### src/rtl/accum_mchan_if.sv
`default_nettype none
// +------------------------------------------------------------------+
// | accum_mchan_if : sample/result bus of the multi-channel accum.   |
// | Revision: 1.0                                                    |
// +------------------------------------------------------------------+
interface accum_mchan_if #(
  parameter int WIDTH = 32,
  parameter int N_CH  = 4,
  parameter int CNT_W = 8,
  parameter int CH_W  = (N_CH > 1) ? $clog2(N_CH) : 1
);
  logic                    valid_i;
  logic [CH_W-1:0]         ch_i;
  logic signed [WIDTH-1:0] x_i;
  logic                    clr_i;
  logic                    valid_o;
  logic [CH_W-1:0]         ch_o;
  logic signed [WIDTH-1:0] y_o;
  logic [CNT_W-1:0]        cnt_o;
  logic [N_CH-1:0]         ovf_o;

  modport master (
    output valid_i, ch_i, x_i, clr_i,
    input  valid_o, ch_o, y_o, cnt_o, ovf_o
  );

  modport slave (
    input  valid_i, ch_i, x_i, clr_i,
    output valid_o, ch_o, y_o, cnt_o, ovf_o
  );
endinterface
`default_nettype wire

### src/rtl/accum_mchan.sv
`default_nettype none
// +------------------------------------------------------------------+
// | accum_mchan : N_CH signed accumulators, wrap or saturate mode.   |
// | Revision: 1.0                                                    |
// +------------------------------------------------------------------+
module accum_mchan #(
  parameter int WIDTH = 32,
  parameter int N_CH  = 4,
  parameter int SAT   = 0,
  parameter int CNT_W = 8
) (
  input  logic          clk_i,
  input  logic          rst_i,
  accum_mchan_if.slave  bus
);
  localparam int CH_W = (N_CH > 1) ? $clog2(N_CH) : 1;
  localparam logic [CNT_W-1:0]        CNT_MAX = '1;
  localparam logic signed [WIDTH-1:0] ACC_MAX = {1'b0, {(WIDTH-1){1'b1}}};
  localparam logic signed [WIDTH-1:0] ACC_MIN = {1'b1, {(WIDTH-1){1'b0}}};

  logic signed [WIDTH-1:0] acc_q [N_CH];
  logic signed [WIDTH-1:0] acc_d [N_CH];
  logic [CNT_W-1:0]        cnt_q [N_CH];
  logic [CNT_W-1:0]        cnt_d [N_CH];
  logic [N_CH-1:0]         ovf_q, ovf_d;
  logic                    valid_q, valid_d;
  logic [CH_W-1:0]         ch_q, ch_d;
  logic signed [WIDTH-1:0] y_q, y_d;
  logic [CNT_W-1:0]        out_cnt_q, out_cnt_d;

  logic                    hit;
  logic signed [WIDTH-1:0] base_acc, new_acc;
  logic [CNT_W-1:0]        base_cnt, new_cnt;
  logic                    base_ovf, ovf_now;
  logic [WIDTH:0]          sum;

  always_comb begin
    hit      = 1'b0;
    base_acc = '0;
    base_cnt = '0;
    base_ovf = 1'b0;
    for (int k = 0; k < N_CH; k++) begin
      if (32'(bus.ch_i) == k) begin
        hit      = 1'b1;
        base_acc = acc_q[k];
        base_cnt = cnt_q[k];
        base_ovf = ovf_q[k];
      end
    end
    // A fused clear restarts the channel from zero, so the sample becomes the result.
    if (bus.clr_i) begin
      base_acc = '0;
      base_cnt = '0;
      base_ovf = 1'b0;
    end

    sum     = {base_acc[WIDTH-1], base_acc} + {bus.x_i[WIDTH-1], bus.x_i};
    ovf_now = sum[WIDTH] != sum[WIDTH-1];
    new_acc = sum[WIDTH-1:0];
    if (ovf_now && (SAT != 0)) begin
      new_acc = sum[WIDTH] ? ACC_MIN : ACC_MAX;
    end
    new_cnt = (base_cnt == CNT_MAX) ? CNT_MAX : base_cnt + CNT_W'(1);

    ovf_d = ovf_q;
    for (int k = 0; k < N_CH; k++) begin
      acc_d[k] = acc_q[k];
      cnt_d[k] = cnt_q[k];
      if (32'(bus.ch_i) == k) begin
        if (bus.valid_i) begin
          acc_d[k] = new_acc;
          cnt_d[k] = new_cnt;
          ovf_d[k] = base_ovf | ovf_now;
        end else if (bus.clr_i) begin
          acc_d[k] = '0;
          cnt_d[k] = '0;
          ovf_d[k] = 1'b0;
        end
      end
    end

    valid_d   = bus.valid_i && hit;
    ch_d      = valid_d ? bus.ch_i : ch_q;
    y_d       = valid_d ? new_acc  : y_q;
    out_cnt_d = valid_d ? new_cnt  : out_cnt_q;
  end

  always_ff @(posedge clk_i) begin
    if (rst_i) begin
      for (int k = 0; k < N_CH; k++) begin
        acc_q[k] <= '0;
        cnt_q[k] <= '0;
      end
      ovf_q     <= '0;
      valid_q   <= 1'b0;
      ch_q      <= '0;
      y_q       <= '0;
      out_cnt_q <= '0;
    end else begin
      for (int k = 0; k < N_CH; k++) begin
        acc_q[k] <= acc_d[k];
        cnt_q[k] <= cnt_d[k];
      end
      ovf_q     <= ovf_d;
      valid_q   <= valid_d;
      ch_q      <= ch_d;
      y_q       <= y_d;
      out_cnt_q <= out_cnt_d;
    end
  end

  assign bus.valid_o = valid_q;
  assign bus.ch_o    = ch_q;
  assign bus.y_o     = y_q;
  assign bus.cnt_o   = out_cnt_q;
  assign bus.ovf_o   = ovf_q;
endmodule
`default_nettype wire

### src/flat_wrapper.sv
// flat-port wrapper written by rule: the top's interface ports become plain ports
module accum_mchan_flat 
#(
  parameter int WIDTH = 32,
  parameter int N_CH  = 4,
  parameter int SAT   = 0,
  parameter int CNT_W = 8
)
  (clk_i, rst_i, bus_valid_i, bus_ch_i, bus_x_i, bus_clr_i, bus_valid_o, bus_ch_o, bus_y_o, bus_cnt_o, bus_ovf_o);
  accum_mchan_if #(.WIDTH(WIDTH), .N_CH(N_CH), .CNT_W(CNT_W)) bus_i ();
  input  logic clk_i;
  input  logic rst_i;
  input wire logic [$bits(bus_i.valid_i)-1:0] bus_valid_i;
  input wire logic [$bits(bus_i.ch_i)-1:0] bus_ch_i;
  input wire logic [$bits(bus_i.x_i)-1:0] bus_x_i;
  input wire logic [$bits(bus_i.clr_i)-1:0] bus_clr_i;
  output wire logic [$bits(bus_i.valid_o)-1:0] bus_valid_o;
  output wire logic [$bits(bus_i.ch_o)-1:0] bus_ch_o;
  output wire logic [$bits(bus_i.y_o)-1:0] bus_y_o;
  output wire logic [$bits(bus_i.cnt_o)-1:0] bus_cnt_o;
  output wire logic [$bits(bus_i.ovf_o)-1:0] bus_ovf_o;
  assign bus_i.valid_i = bus_valid_i;
  assign bus_i.ch_i = bus_ch_i;
  assign bus_i.x_i = bus_x_i;
  assign bus_i.clr_i = bus_clr_i;
  assign bus_valid_o = bus_i.valid_o;
  assign bus_ch_o = bus_i.ch_o;
  assign bus_y_o = bus_i.y_o;
  assign bus_cnt_o = bus_i.cnt_o;
  assign bus_ovf_o = bus_i.ovf_o;
  accum_mchan #(.WIDTH(WIDTH), .N_CH(N_CH), .SAT(SAT), .CNT_W(CNT_W)) u_core (.clk_i(clk_i), .rst_i(rst_i), .bus(bus_i));
endmodule
### config.mk
export PLATFORM = sky130hd
export DESIGN_NAME = accum_mchan_flat
export DESIGN_NICKNAME = d
export VERILOG_FILES = /design/src/rtl/accum_mchan_if.sv /design/src/rtl/accum_mchan.sv /design/src/flat_wrapper.sv
export SDC_FILE = /design/constraint.sdc
export NUM_CORES = 1
export LEC_CHECK = 0
export ABC_AREA = 0
export CELL_PAD_IN_SITES_DETAIL_PLACEMENT = 1
export CELL_PAD_IN_SITES_GLOBAL_PLACEMENT = 1
export CORE_MARGIN = 2
export CORE_UTILIZATION = 25
export DETAILED_ROUTE_END_ITERATION = 10
export PLACE_DENSITY_LB_ADDON = 0.08
export SYNTH_ARGS = -nofsm -noshare
export SYNTH_HDL_FRONTEND = slang
export SYNTH_SLANG_ARGS = --single-unit
### constraint.sdc
create_clock -name clk_i -period 12.7 [get_ports clk_i]
set_input_delay 1.27 -clock clk_i [delete_from_list [all_inputs] [get_ports clk_i]]
set_output_delay 1.27 -clock clk_i [all_outputs]
set_load 0.03 [all_outputs]
==> impl_metrics.prom, run 1 <==
# TYPE chip_impl_metric gauge
chip_impl_metric{name="fmaxAchievable",unit="GHz"} 0.197
chip_impl_metric{name="postLayoutCoreUtil",unit="%"} 31.0
chip_impl_metric{name="average_cell_area_after_synthesis",unit="um^2"} 8.99
chip_impl_metric{name="io-pin-count",unit=""} 85
chip_impl_metric{name="holdBufCountCts",unit=""} 0
chip_impl_info{name="criticalPathCategory",value="in -> reg"} 1
chip_impl_info{name="endpoint_kind",value="flop"} 1
chip_impl_metric{name="antenna_diode_count",unit=""} 0
chip_impl_metric{name="cts-root-to-sink-buffers",unit=""} 3
chip_impl_metric{name="ys_async_sr_fraction",unit="%"} 0
chip_impl_metric{name="finalWorstPathRequiredPeriod",unit="ns"} 5.06
chip_impl_metric{name="via_per_inst",unit=""} 5.08
chip_impl_metric{name="hold-path-cell-count",unit=""} 2
chip_impl_metric{name="netlist-cell-type-count",unit=""} 64
chip_impl_metric{name="crit_required",unit="ns"} 13.13
chip_impl_metric{name="maxSlewHeadroom",unit="%"} 20.1
chip_impl_metric{name="postCtsSetupBuffers",unit=""} 0
chip_impl_metric{name="layout_worst_path_cycle_share",unit="%"} 39.9
chip_impl_metric{name="grt_first_pass_wirelength",unit="um"} 59100
chip_impl_metric{name="fin_nets",unit=""} 1249
chip_impl_metric{name="slew_violations",unit=""} 0
chip_impl_metric{name="setup_viol",unit=""} 0
chip_impl_metric{name="synth-seq-area-share",unit="%"} 41.1
chip_impl_metric{name="cts_sinks",unit=""} 207
chip_impl_metric{name="synthToLayoutAreaGrowth",unit="%"} 22.0
chip_impl_metric{name="final_hold_viols",unit=""} 0
chip_impl_info{name="synth_top_flop_cell",value="sky130_fd_sc_hd__dfxtp_1"} 1
chip_impl_metric{name="path_clk_slew",unit="ns"} 0.06
chip_impl_metric{name="clock_tree.htree_level_count",unit=""} 1
chip_impl_metric{name="grt_start_max_net_pins",unit=""} 73
chip_impl_metric{name="synth_edf_count",unit=""} 0
chip_impl_metric{name="ir_worst_vdd",unit="V"} 0.0000906
chip_impl_metric{name="detailed_place_hpwl",unit="um"} 25200
chip_impl_info{name="cp_cell_sequence",value="buf_2 > buf_4 > mux4_2 > nor2b_1 > ha_1 > fa_1 > a211oi_1 > o21a_1 > a21oi_1 > a221oi_2 > o21ai_1 > a21boi_1 > xor2_1 > o21ai_0"} 1
chip_impl_metric{name="total_leakage_power",unit="nW"} 4.55
chip_impl_metric{name="antenna_left",unit=""} 0
chip_impl_metric{name="vias",unit=""} 8751
chip_impl_info{name="holdCritPathClass",value="reg -> reg"} 1
chip_impl_metric{name="clock_latency",unit="ns"} 0.57
chip_impl_info{name="cts_tree",value="built"} 1
chip_impl_metric{name="maxCapViolations",unit=""} 0
chip_impl_info{name="cts-root-buf",value="sky130_fd_sc_hd__clkbuf_16"} 1
chip_impl_metric{name="numCtsBuffers",unit=""} 27
chip_impl_metric{name="first_global_vias",unit=""} 9079
chip_impl_metric{name="die_w",unit="um"} 205
chip_impl_metric{name="first_pass_iters",unit=""} 4
chip_impl_metric{name="io_buffer_count",unit=""} 84
chip_impl_info{name="timing.critical_path.slowest_stage_cell",value="sky130_fd_sc_hd__buf_4"} 1
chip_impl_metric{name="drive_gt1_share",unit="%"} 11.3
chip_impl_metric{name="fin_setup_tns",unit="ns"} 0
chip_impl_info{name="rsz_0062_raised_after_global_routing",value="no"} 1
chip_impl_metric{name="routed_wire_length_per_instance",unit="um"} 22.7
chip_impl_info{name="outcome",value="finished, final reports clean"} 1
chip_impl_metric{name="post_syn_nets",unit=""} 1194
chip_impl_metric{name="drt_first_iter_violations",unit=""} 445
chip_impl_metric{name="ctsResizeCount",unit=""} 0
chip_impl_metric{name="gp_congestion",unit=""} 0.777
chip_impl_metric{name="netlist_area",unit="um^2"} 10100
chip_impl_metric{name="total_power_per_unit_cell_area",unit="nW/um^2"} 135
chip_impl_metric{name="timing.critical_path.slowest_cell_delay",unit="ns"} 0.73
chip_impl_metric{name="routed_wirelength",unit="um"} 39100
chip_impl_metric{name="floorplan.die.height",unit="um"} 205
chip_impl_metric{name="initial_core_util",unit="%"} 25.4
chip_impl_metric{name="synth.ff_latch_count",unit=""} 207
chip_impl_info{name="worstSetupStartpointType",value="input port"} 1
chip_impl_info{name="most_used_cells_in_the_layout_excluding_fill_and_tap_cells",value="sky130_fd_sc_hd__dfxtp_1 (207), sky130_fd_sc_hd__nand2_1 (180), sky130_fd_sc_hd__a21oi_1 (124), sky130_fd_sc_hd__nor2_1 (84), sky130_fd_sc_hd__clkdlybuf4s50_1 (79)"} 1
chip_impl_metric{name="critPathArrivalTime",unit="ns"} 5.50
chip_impl_metric{name="die_area",unit="um^2"} 42000
chip_impl_metric{name="fin_worst_skew",unit="ns"} 0.00948
chip_impl_metric{name="grt.overflow.total",unit=""} 0
chip_impl_metric{name="worst_r2r_path_depth",unit=""} 12
chip_impl_metric{name="grt_usage",unit="%"} 18.7
chip_impl_metric{name="drc_viols",unit=""} 0
chip_impl_metric{name="synth_cells",unit=""} 1122
chip_impl_metric{name="cp_max_fo",unit=""} 52
chip_impl_metric{name="yosysWarningCount",unit=""} 0
chip_impl_metric{name="max_slew.worst_pin.slew",unit="ns"} 1.19
chip_impl_info{name="mostFrequentLayoutCell",value="sky130_fd_sc_hd__dfxtp_1"} 1
chip_impl_metric{name="coreArea",unit="um^2"} 39700
chip_impl_metric{name="antenna_found_initial",unit=""} 1
chip_impl_metric{name="row_count",unit=""} 73
## sequential cells by signal, summed over array words and instances (netlist names)
signal	count
u_core.acc_q	128
u_core.bus.ch_o	2
u_core.bus.cnt_o	8
u_core.bus.ovf_o	4
u_core.bus.valid_o	1
u_core.bus.y_o	32
u_core.cnt_q	32
## cell usage after synthesis, types with 3 or more instances
cell	n	share of area (%)
sky130_fd_sc_hd__nand2_2	3	0.19
sky130_fd_sc_hd__and2_1	5	0.31
sky130_fd_sc_hd__mux4_2	40	8.9
sky130_fd_sc_hd__o211ai_1	4	0.30
sky130_fd_sc_hd__a21oi_1	124	6.2
sky130_fd_sc_hd__nor3_1	5	0.25
sky130_fd_sc_hd__nand3_1	43	2.1
sky130_fd_sc_hd__and3_1	14	0.87
sky130_fd_sc_hd__ha_1	33	4.1
sky130_fd_sc_hd__xnor2_1	18	1.6
sky130_fd_sc_hd__nand4_1	4	0.25
sky130_fd_sc_hd__o41ai_1	3	0.26
sky130_fd_sc_hd__a21o_1	11	0.82
sky130_fd_sc_hd__a31oi_1	11	0.68
sky130_fd_sc_hd__nand2_1	180	6.7
sky130_fd_sc_hd__o22ai_1	6	0.37
sky130_fd_sc_hd__o31ai_1	7	0.52
sky130_fd_sc_hd__inv_1	7	0.26
sky130_fd_sc_hd__clkbuf_1	55	2.0
sky130_fd_sc_hd__mux2i_1	12	1.2
sky130_fd_sc_hd__o21ai_0	43	2.1
sky130_fd_sc_hd__a32o_1	4	0.40
sky130_fd_sc_hd__buf_1	8	0.30
sky130_fd_sc_hd__nand3b_1	4	0.30
sky130_fd_sc_hd__buf_6	3	0.34
sky130_fd_sc_hd__o21a_1	6	0.45
sky130_fd_sc_hd__nor2b_1	40	2.5
sky130_fd_sc_hd__o21bai_1	4	0.30
sky130_fd_sc_hd__and3_4	3	0.34
sky130_fd_sc_hd__a22o_1	46	4.0
sky130_fd_sc_hd__a32oi_1	8	0.69
sky130_fd_sc_hd__o21ai_1	12	0.60
sky130_fd_sc_hd__nand2b_1	8	0.50
sky130_fd_sc_hd__dfxtp_1	207	41
sky130_fd_sc_hd__xor2_1	12	1.0
sky130_fd_sc_hd__buf_2	7	0.35
sky130_fd_sc_hd__nor2_1	85	3.2
## logic make-up (layout without fill, tap and decap cells)
kind of cell	count (synthesis)	count (layout)	synth area share, %
simple gates	403	403	18.2
compound gates	310	310	19.7
flops	207	207	41.1
buf+inv	84	160	3.52
mux	53	53	10.4
fa+ha+maj	34	34	4.29
xor+xnor	31	31	2.77
## through the flow
stage	power, mW	hold slack (ns)	worst slack [ns]	instance area [um^2]	std cells
3_3_place_gp	0.907	0.428	7.02	11400	1673
2_1_floorplan	0.817	0.412	7.69	10100	1122
4_1_cts	1.69	0.454	7.60	12300	1723
5_1_grt	1.73	0.472	7.29	12300	1723
6_report	1.66	0.451	7.64	12300	1723
3_5_place_dp	0.906	0.441	7.02	11400	1673
## critical path, delay by kind of cell
| family | cells | cell delay (ns) |
|---|---|---|
| adder cells (fa/ha/maj) | 2 | 0.69 |
| AND/OR/NAND/NOR | 1 | 0.14 |
| multiplexers | 1 | 0.41 |
| buffers and inverters | 2 | 0.81 |
| XOR/XNOR | 1 | 0.40 |
| AO/OA/AOI/OAI | 7 | 1.75 |
## final timing paths
kind                                 endpoint                             from  slack, ns
max          u_core.acc_q[1][24]$_SDFFE_PP0P_                      bus_ch_i[1]       7.64
min           u_core.cnt_q[3][3]$_SDFFE_PP0P_  u_core.cnt_q[3][3]$_SDFFE_PP0P_       0.45
max reg2reg  u_core.acc_q[1][24]$_SDFFE_PP0P_  u_core.acc_q[3][0]$_SDFFE_PP0P_       8.82
min reg2reg   u_core.cnt_q[3][3]$_SDFFE_PP0P_  u_core.cnt_q[3][3]$_SDFFE_PP0P_       0.45
## metal layers
metal	share of wire, %	wire (um)	global-route usage (%)	vias up
met2	45	17500	29.8	112
li1	-	-	-	4139
met4	1.6	638	3.47	0
met1	51	19900	27.1	4461
met3	2.7	1070	2.42	39
met5	0	0	0	-
## area by class of cell
| class | count | area [um^2] |
|---|---|---|
| clock buffer | 38 | 787 |
| clock inverter | 12 | 106 |
| sequential | 207 | 4140 |
| timing repair buffer | 102 | 956 |
| tap | 525 | 657 |
| multi-input combinational | 831 | 5630 |
| inverter | 8 | 30.0 |
| fill | 4554 | 27400 |
## where the power goes
group | switching (mW) | leakage [nW] | internal, mW
clock network | 0.317 | 0.447 | 0.453
logic | 0.136 | 2.42 | 0.0704
registers | 0.0124 | 1.68 | 0.671
total | 0.466 | 4.55 | 1.19
Note: power is estimated with default switching activity, not from simulation.
==> run 2: changes to the inputs <==
Clock period 12.7 ns to 4.5 ns, I/O delays scaled along.
==> impl_metrics.prom, run 2 (same netlist as run 1, synthesis figures left out) <==
# TYPE chip_impl_metric gauge
chip_impl_metric{name="report.power.total",unit="mW"} 4.53
chip_impl_metric{name="clock_latency",unit="ns"} 0.54
chip_impl_metric{name="internal_power",unit="mW"} 3.28
chip_impl_metric{name="p_comb_share",unit="%"} 13.4
chip_impl_metric{name="initial_core_util",unit="%"} 25.4
chip_impl_metric{name="critPathArrivalTime",unit="ns"} 4.25
chip_impl_metric{name="cts-root-to-sink-buffers",unit=""} 3
chip_impl_metric{name="drt_first_iter_violations",unit=""} 426
chip_impl_metric{name="routed_wirelength",unit="um"} 39500
chip_impl_info{name="cts-root-buf",value="sky130_fd_sc_hd__clkbuf_16"} 1
chip_impl_metric{name="row_count",unit=""} 73
chip_impl_metric{name="detailed_place_hpwl",unit="um"} 26900
chip_impl_info{name="holdCritPathClass",value="in -> reg"} 1
chip_impl_info{name="worst_r2r_endpoint",value="u_core.bus.ovf_o[2]$_SDFFE_PP0P_"} 1
chip_impl_metric{name="layout_worst_path_cycle_share",unit="%"} 84.8
chip_impl_info{name="outcome",value="finished, final reports clean"} 1
chip_impl_metric{name="antenna_diode_count",unit=""} 0
chip_impl_metric{name="worst_r2r_path_depth",unit=""} 13
chip_impl_metric{name="vias",unit=""} 8870
chip_impl_metric{name="floorplan.die.height",unit="um"} 205
chip_impl_metric{name="first_pass_iters",unit=""} 5
chip_impl_info{name="cp-endpoint",value="u_core.bus.ovf_o[2]$_SDFFE_PP0P_"} 1
chip_impl_metric{name="grt_usage",unit="%"} 18.9
chip_impl_info{name="most_used_cells_in_the_layout_excluding_fill_and_tap_cells",value="sky130_fd_sc_hd__dfxtp_1 (207), sky130_fd_sc_hd__nand2_1 (180), sky130_fd_sc_hd__a21oi_1 (124), sky130_fd_sc_hd__nor2_1 (84), sky130_fd_sc_hd__clkdlybuf4s50_1 (79)"} 1
chip_impl_metric{name="routed_wire_length_per_instance",unit="um"} 22.7
chip_impl_metric{name="clockPowerShare",unit="%"} 44.1
chip_impl_metric{name="postCtsSetupBuffers",unit=""} 0
chip_impl_metric{name="whs",unit="ns"} 0.412
chip_impl_metric{name="cts_sinks",unit=""} 207
chip_impl_metric{name="final-instance-count-excl-fill",unit=""} 1740
chip_impl_metric{name="antenna_found_initial",unit=""} 1
chip_impl_metric{name="finalWorstPathRequiredPeriod",unit="ns"} 3.82
chip_impl_metric{name="regToRegSetupSlack",unit="ns"} 0.72
chip_impl_metric{name="slew_violations",unit=""} 0
chip_impl_info{name="endpoint_kind",value="flop"} 1
chip_impl_info{name="timing.critical_path.from",value="bus_ch_i[0]"} 1
chip_impl_info{name="rsz_0062_raised_after_global_routing",value="no"} 1
chip_impl_metric{name="ir_worst_vdd",unit="V"} 0.000265
chip_impl_metric{name="total_leakage_power",unit="nW"} 4.61
chip_impl_info{name="criticalPathCategory",value="in -> reg"} 1
chip_impl_metric{name="grt_first_pass_wirelength",unit="um"} 60000
chip_impl_metric{name="holdBufCountCts",unit=""} 0
chip_impl_metric{name="post-place-cells",unit=""} 1695
chip_impl_metric{name="cp_max_fo",unit=""} 10
chip_impl_metric{name="total_power_per_unit_cell_area",unit="nW/um^2"} 365
chip_impl_metric{name="largest_register_ff_count",unit=""} 128
chip_impl_metric{name="numCtsBuffers",unit=""} 27
chip_impl_metric{name="fin_nets",unit=""} 1271
chip_impl_metric{name="fmaxAchievable",unit="GHz"} 0.262
chip_impl_metric{name="drive_gt1_share",unit="%"} 12.2
chip_impl_metric{name="die_w",unit="um"} 205
chip_impl_metric{name="pwr-share-seq",unit="%"} 42.5
chip_impl_metric{name="io-pin-count",unit=""} 85
chip_impl_metric{name="placed_area",unit="um^2"} 11600
chip_impl_info{name="cts_tree",value="built"} 1
chip_impl_metric{name="setup_viol",unit=""} 0
chip_impl_metric{name="grt_start_max_net_pins",unit=""} 91
chip_impl_metric{name="total_switching_power",unit="mW"} 1.25
chip_impl_metric{name="clock_tree.htree_level_count",unit=""} 1
chip_impl_metric{name="crit_required",unit="ns"} 4.93
chip_impl_metric{name="maxSlewHeadroom",unit="%"} 23.6
chip_impl_metric{name="drc_viols",unit=""} 0
chip_impl_info{name="r2r_start",value="u_core.acc_q[2][0]$_SDFFE_PP0P_"} 1
chip_impl_metric{name="grt.overflow.total",unit=""} 0
chip_impl_metric{name="ctsResizeCount",unit=""} 0
chip_impl_metric{name="synthToLayoutAreaGrowth",unit="%"} 23.0
chip_impl_metric{name="antenna_left",unit=""} 0
chip_impl_metric{name="netSwitchingFraction",unit="%"} 27.6
chip_impl_metric{name="final_hold_viols",unit=""} 0
chip_impl_metric{name="fin_worst_skew",unit="ns"} 0.0108
chip_impl_metric{name="via_per_inst",unit=""} 5.10
chip_impl_metric{name="max_slew.worst_pin.slew",unit="ns"} 1.14
chip_impl_metric{name="gp_congestion",unit=""} 0.805
chip_impl_metric{name="path_clk_slew",unit="ns"} 0.06
chip_impl_metric{name="coreArea",unit="um^2"} 39700
chip_impl_metric{name="fin_setup_tns",unit="ns"} 0
chip_impl_metric{name="io_buffer_count",unit=""} 84
chip_impl_metric{name="finish.instance_area",unit="um^2"} 12400
chip_impl_info{name="largest_register",value="u_core.acc_q"} 1
chip_impl_metric{name="die_area",unit="um^2"} 42000
chip_impl_metric{name="first_global_vias",unit=""} 9336
chip_impl_info{name="worstSetupStartpointType",value="input port"} 1
chip_impl_metric{name="maxCapViolations",unit=""} 0
chip_impl_info{name="mostFrequentLayoutCell",value="sky130_fd_sc_hd__dfxtp_1"} 1
[run 2: worst max-delay path: stages]
cell,delay (ns)
sky130_fd_sc_hd__buf_4,0.26
sky130_fd_sc_hd__buf_4,0.26
sky130_fd_sc_hd__mux4_2,0.54
sky130_fd_sc_hd__nor2b_1,0.15
sky130_fd_sc_hd__ha_1,0.40
sky130_fd_sc_hd__a21o_1,0.25
sky130_fd_sc_hd__a211oi_2,0.39
sky130_fd_sc_hd__o211ai_1,0.22
sky130_fd_sc_hd__o211ai_1,0.35
sky130_fd_sc_hd__a31oi_1,0.21
sky130_fd_sc_hd__xor2_1,0.37
sky130_fd_sc_hd__o21ai_1,0.15
sky130_fd_sc_hd__a22o_1,0.22
[run 2: cell type report]
cell class	instances	area [um^2]
Fill cell	4578	27300
Inverter	8	30.0
Tap cell	525	657
Timing Repair Buffer	124	1150
Multi-Input combinational cell	831	5620
Clock inverter	5	25.0
Clock buffer	40	774
Sequential cell	207	4140
[run 2: metrics by stage]
| step | utilization (%) | setup WS [ns] |
|---|---|---|
| final | 31.2 | 0.684 |
| after global routing | 31.2 | 0.432 |
| after CTS | 31.2 | 0.633 |
| after detailed placement | 29.2 | 0.0909 |
| after global placement | 29.2 | 0.135 |
| after floorplan | - | 0.310 |
[run 2: routing by layer]
layer | share of wire, % | GRT usage, % | wire length (um) | vias to the layer above
met5 | 0 | 0 | 0 | -
met4 | 1.4 | 3.65 | 558 | 0
met3 | 3.3 | 2.31 | 1310 | 36
met2 | 45 | 30.0 | 17700 | 143
met1 | 51 | 27.5 | 20000 | 4503
li1 | - | - | - | 4188
[run 2: how the worst min path moves through the flow]
stage | from | to | slack (ns) | cells past startpoint
after detailed placement | u_core.cnt_q[1][3]$_SDFFE_PP0P_ | u_core.cnt_q[1][3]$_SDFFE_PP0P_ | 0.44 | 2
after global placement | u_core.acc_q[3][31]$_SDFFE_PP0P_ | u_core.acc_q[3][31]$_SDFFE_PP0P_ | 0.43 | 2
after floorplan | u_core.cnt_q[0][3]$_SDFFE_PP0P_ | u_core.cnt_q[0][3]$_SDFFE_PP0P_ | 0.41 | 2
after CTS | rst_i | u_core.bus.y_o[26]$_SDFFE_PP0P_ | 0.39 | 2
final | rst_i | u_core.cnt_q[1][7]$_SDFFE_PP0P_ | 0.41 | 2
after global routing | rst_i | u_core.bus.y_o[26]$_SDFFE_PP0P_ | 0.40 | 2
[run 2: power by group through the flow]
stage	logic, mW	registers (mW)	clock network [mW]
2_1_floorplan	0.307	2.00	0
3_3_place_gp	0.612	1.97	0
3_5_place_dp	0.611	1.97	0
4_1_cts	0.614	1.93	2.07
5_1_grt	0.657	1.93	2.15
6_report	0.605	1.93	2.00
==> run 3: changes to the inputs <==
Clock period 4.5 ns to 3.1 ns, I/O delays scaled along.
==> impl_metrics.prom, run 3 (same netlist as run 1, synthesis figures left out) <==
# TYPE chip_impl_metric gauge
chip_impl_metric{name="die_w",unit="um"} 205
chip_impl_metric{name="grt.overflow.total",unit=""} 0
chip_impl_info{name="timing.critical_path.from",value="u_core.acc_q[3][11]$_SDFFE_PP0P_"} 1
chip_impl_info{name="cp-endpoint",value="u_core.bus.ovf_o[0]$_SDFFE_PP0P_"} 1
chip_impl_metric{name="report.power.total",unit="mW"} 7.10
chip_impl_metric{name="routed_wire_length_per_instance",unit="um"} 21.4
chip_impl_metric{name="layout_worst_path_cycle_share",unit="%"} 109
chip_impl_info{name="mostFrequentLayoutCell",value="sky130_fd_sc_hd__dfxtp_1"} 1
chip_impl_info{name="worst_r2r_endpoint",value="u_core.bus.ovf_o[0]$_SDFFE_PP0P_"} 1
chip_impl_metric{name="largest_register_ff_count",unit=""} 128
chip_impl_metric{name="critPathArrivalTime",unit="ns"} 3.79
chip_impl_metric{name="drc_viols",unit=""} 0
chip_impl_metric{name="holdBufCountCts",unit=""} 0
chip_impl_metric{name="cp_max_fo",unit=""} 3
chip_impl_metric{name="first_pass_iters",unit=""} 4
chip_impl_metric{name="grt_start_max_net_pins",unit=""} 124
chip_impl_metric{name="grt_first_pass_wirelength",unit="um"} 62200
chip_impl_metric{name="die_area",unit="um^2"} 42000
chip_impl_metric{name="gp_congestion",unit=""} 0.798
chip_impl_metric{name="fmaxAchievable",unit="GHz"} 0.297
chip_impl_info{name="timing.critical_path.slowest_stage_cell",value="sky130_fd_sc_hd__mux4_2"} 1
chip_impl_metric{name="drt_first_iter_violations",unit=""} 416
chip_impl_metric{name="first_global_vias",unit=""} 10001
chip_impl_metric{name="regToRegSetupSlack",unit="ns"} -0.27
chip_impl_metric{name="coreArea",unit="um^2"} 39700
chip_impl_metric{name="routed_wirelength",unit="um"} 40900
chip_impl_info{name="critPathTopFamily",value="compound AO/OA/AOI/OAI gates"} 1
chip_impl_info{name="endpoint_kind",value="flop"} 1
chip_impl_metric{name="io-pin-count",unit=""} 85
chip_impl_metric{name="cts-root-to-sink-buffers",unit=""} 3
chip_impl_metric{name="initial_core_util",unit="%"} 25.4
chip_impl_metric{name="antenna_found_initial",unit=""} 0
chip_impl_metric{name="antenna_diode_count",unit=""} 0
chip_impl_metric{name="setup_viol",unit=""} 70
chip_impl_metric{name="vias",unit=""} 9382
chip_impl_metric{name="via_per_inst",unit=""} 4.91
chip_impl_metric{name="synthToLayoutAreaGrowth",unit="%"} 49.9
chip_impl_metric{name="postLayoutCoreUtil",unit="%"} 38.0
chip_impl_info{name="rsz_0062_raised_after_global_routing",value="yes"} 1
chip_impl_metric{name="fin_nets",unit=""} 1437
chip_impl_info{name="cp_cell_sequence",value="mux4_2 > nor2b_4 > ha_4 > buf_6 > and3_4 > o2111ai_4 > o211ai_1 > o211ai_1 > buf_4 > a31oi_4 > xor2_2 > buf_4 > o21ai_2 > a22o_1"} 1
chip_impl_metric{name="fillerInstances",unit=""} 4468
chip_impl_metric{name="path_clk_slew",unit="ns"} 0.06
chip_impl_metric{name="finalWorstPathRequiredPeriod",unit="ns"} 3.37
chip_impl_info{name="largest_register",value="u_core.acc_q"} 1
chip_impl_metric{name="fin_ws",unit="ns"} -0.272
chip_impl_metric{name="worst_r2r_path_depth",unit=""} 14
chip_impl_metric{name="clock_latency",unit="ns"} 0.53
chip_impl_metric{name="cp_num_cells",unit=""} 14
chip_impl_metric{name="detailed_place_hpwl",unit="um"} 28500
chip_impl_metric{name="drive_gt1_share",unit="%"} 35.0
chip_impl_metric{name="fin_worst_skew",unit="ns"} 0.0102
chip_impl_metric{name="maxCapViolations",unit=""} 0
chip_impl_info{name="cts-root-buf",value="sky130_fd_sc_hd__clkbuf_16"} 1
chip_impl_metric{name="grt_usage",unit="%"} 19.4
chip_impl_metric{name="total_power_per_unit_cell_area",unit="nW/um^2"} 470
chip_impl_metric{name="cts_sinks",unit=""} 207
chip_impl_info{name="most_used_cells_in_the_layout_excluding_fill_and_tap_cells",value="sky130_fd_sc_hd__dfxtp_1 (194), sky130_fd_sc_hd__buf_4 (179), sky130_fd_sc_hd__nand2_1 (167), sky130_fd_sc_hd__a21oi_1 (97), sky130_fd_sc_hd__clkdlybuf4s50_1 (79)"} 1
chip_impl_metric{name="timing.critical_path.buf_inv",unit=""} 3
chip_impl_metric{name="io_buffer_count",unit=""} 84
chip_impl_metric{name="floorplan.die.height",unit="um"} 205
chip_impl_info{name="holdCritPathClass",value="in -> reg"} 1
chip_impl_info{name="r2r_start",value="u_core.acc_q[3][11]$_SDFFE_PP0P_"} 1
chip_impl_metric{name="total_leakage_power",unit="nW"} 5.75
chip_impl_metric{name="antenna_left",unit=""} 0
chip_impl_metric{name="maxSlewHeadroom",unit="%"} 33.6
chip_impl_info{name="outcome",value="complete, but fails checks"} 1
chip_impl_metric{name="whs",unit="ns"} 0.135
chip_impl_metric{name="final_hold_viols",unit=""} 0
chip_impl_metric{name="ir_worst_vdd",unit="V"} 0.000308
chip_impl_metric{name="max_slew.worst_pin.slew",unit="ns"} 0.992
chip_impl_metric{name="crit_required",unit="ns"} 3.52
chip_impl_info{name="criticalPathCategory",value="reg -> reg"} 1
chip_impl_metric{name="timing.critical_path.slowest_cell_delay",unit="ns"} 0.50
chip_impl_info{name="worstSetupStartpointType",value="flop"} 1
chip_impl_metric{name="row_count",unit=""} 73
chip_impl_metric{name="slew_violations",unit=""} 0
chip_impl_info{name="violations",value="negative setup slack"} 1
chip_impl_metric{name="clock_tree.htree_level_count",unit=""} 1
chip_impl_info{name="cts_tree",value="built"} 1
chip_impl_metric{name="numCtsBuffers",unit=""} 26
run 3: worst min path at each step:
| stage | slack (ns) | to | start | cells after the start |
|---|---|---|---|---|
| floorplan | 0.41 | u_core.cnt_q[0][3]$_SDFFE_PP0P_ | u_core.cnt_q[0][3]$_SDFFE_PP0P_ | 2 |
| global placement | 0.43 | u_core.cnt_q[2][3]$_SDFFE_PP0P_ | u_core.cnt_q[2][3]$_SDFFE_PP0P_ | 2 |
| detailed placement | 0.44 | u_core.acc_q[3][17]$_SDFFE_PP0P_ | u_core.acc_q[3][17]$_SDFFE_PP0P_ | 2 |
| CTS | 0.11 | u_core.bus.y_o[17]$_SDFFE_PP0P_ | rst_i | 2 |
| global route | 0.12 | u_core.bus.y_o[23]$_SDFFE_PP0P_ | rst_i | 2 |
| finish | 0.14 | u_core.bus.y_o[29]$_SDFFE_PP0P_ | rst_i | 2 |
run 3: layout make-up:
cell class                 instances  area [um^2]  area share, %
clock buffer                      40          805           5.32
clock inverter                     7         87.6          0.579
inverter                           8         30.0          0.199
multi-input combinational        831         6840           45.2
sequential                       207         4160           27.5
tap                              525          657           4.35
timing repair buffer             291         2540           16.8
run 3: per-stage QoR:
step	area (um^2)	cells	TNS (ns)	setup WS [ns]
after floorplan	10200	1122	-17.25	-0.374
after global placement	12800	1836	-69.46	-0.940
after detailed placement	12800	1836	-71.09	-0.968
after CTS	14400	1899	-14.30	-0.353
after global routing	15100	1909	-21.53	-0.385
final	15100	1909	-10.48	-0.272
run 3: routing by layer:
metal,track usage (%),share of wire (%),vias to the layer above
li1,-,-,4516
met1,27.2,48,4706
met2,32.4,47,122
met3,2.07,3.0,38
met4,3.60,1.5,0
met5,0,0,-
run 3: what timing repair did:
| item | in CTS | in global routing |
|---|---|---|
| endpoints found under the setup margin | 111 | 121 |
| buffers inserted | 19 | 18 |
| gates resized for setup | 106 | 152 |
| pin swaps | 40 | 79 |
run 3: power by group:
part | total, mW | internal (mW) | switching [mW]
clock | 3.13 | 1.94 | 1.19
sequential | 2.80 | 2.75 | 0.0479
combinational | 1.17 | 0.496 | 0.675
run 3: worst register-to-register path, delay by kind of cell (launching register included):
kind / cells / cell delay (ns)
flip-flops: 1 / 0.32
multiplexers: 1 / 0.50
AND/OR/NAND/NOR: 2 / 0.36
XOR/XNOR: 1 / 0.27
adder cells (fa/ha/maj): 1 / 0.31
buffers and inverters: 3 / 0.44
AO/OA/AOI/OAI: 6 / 1.06
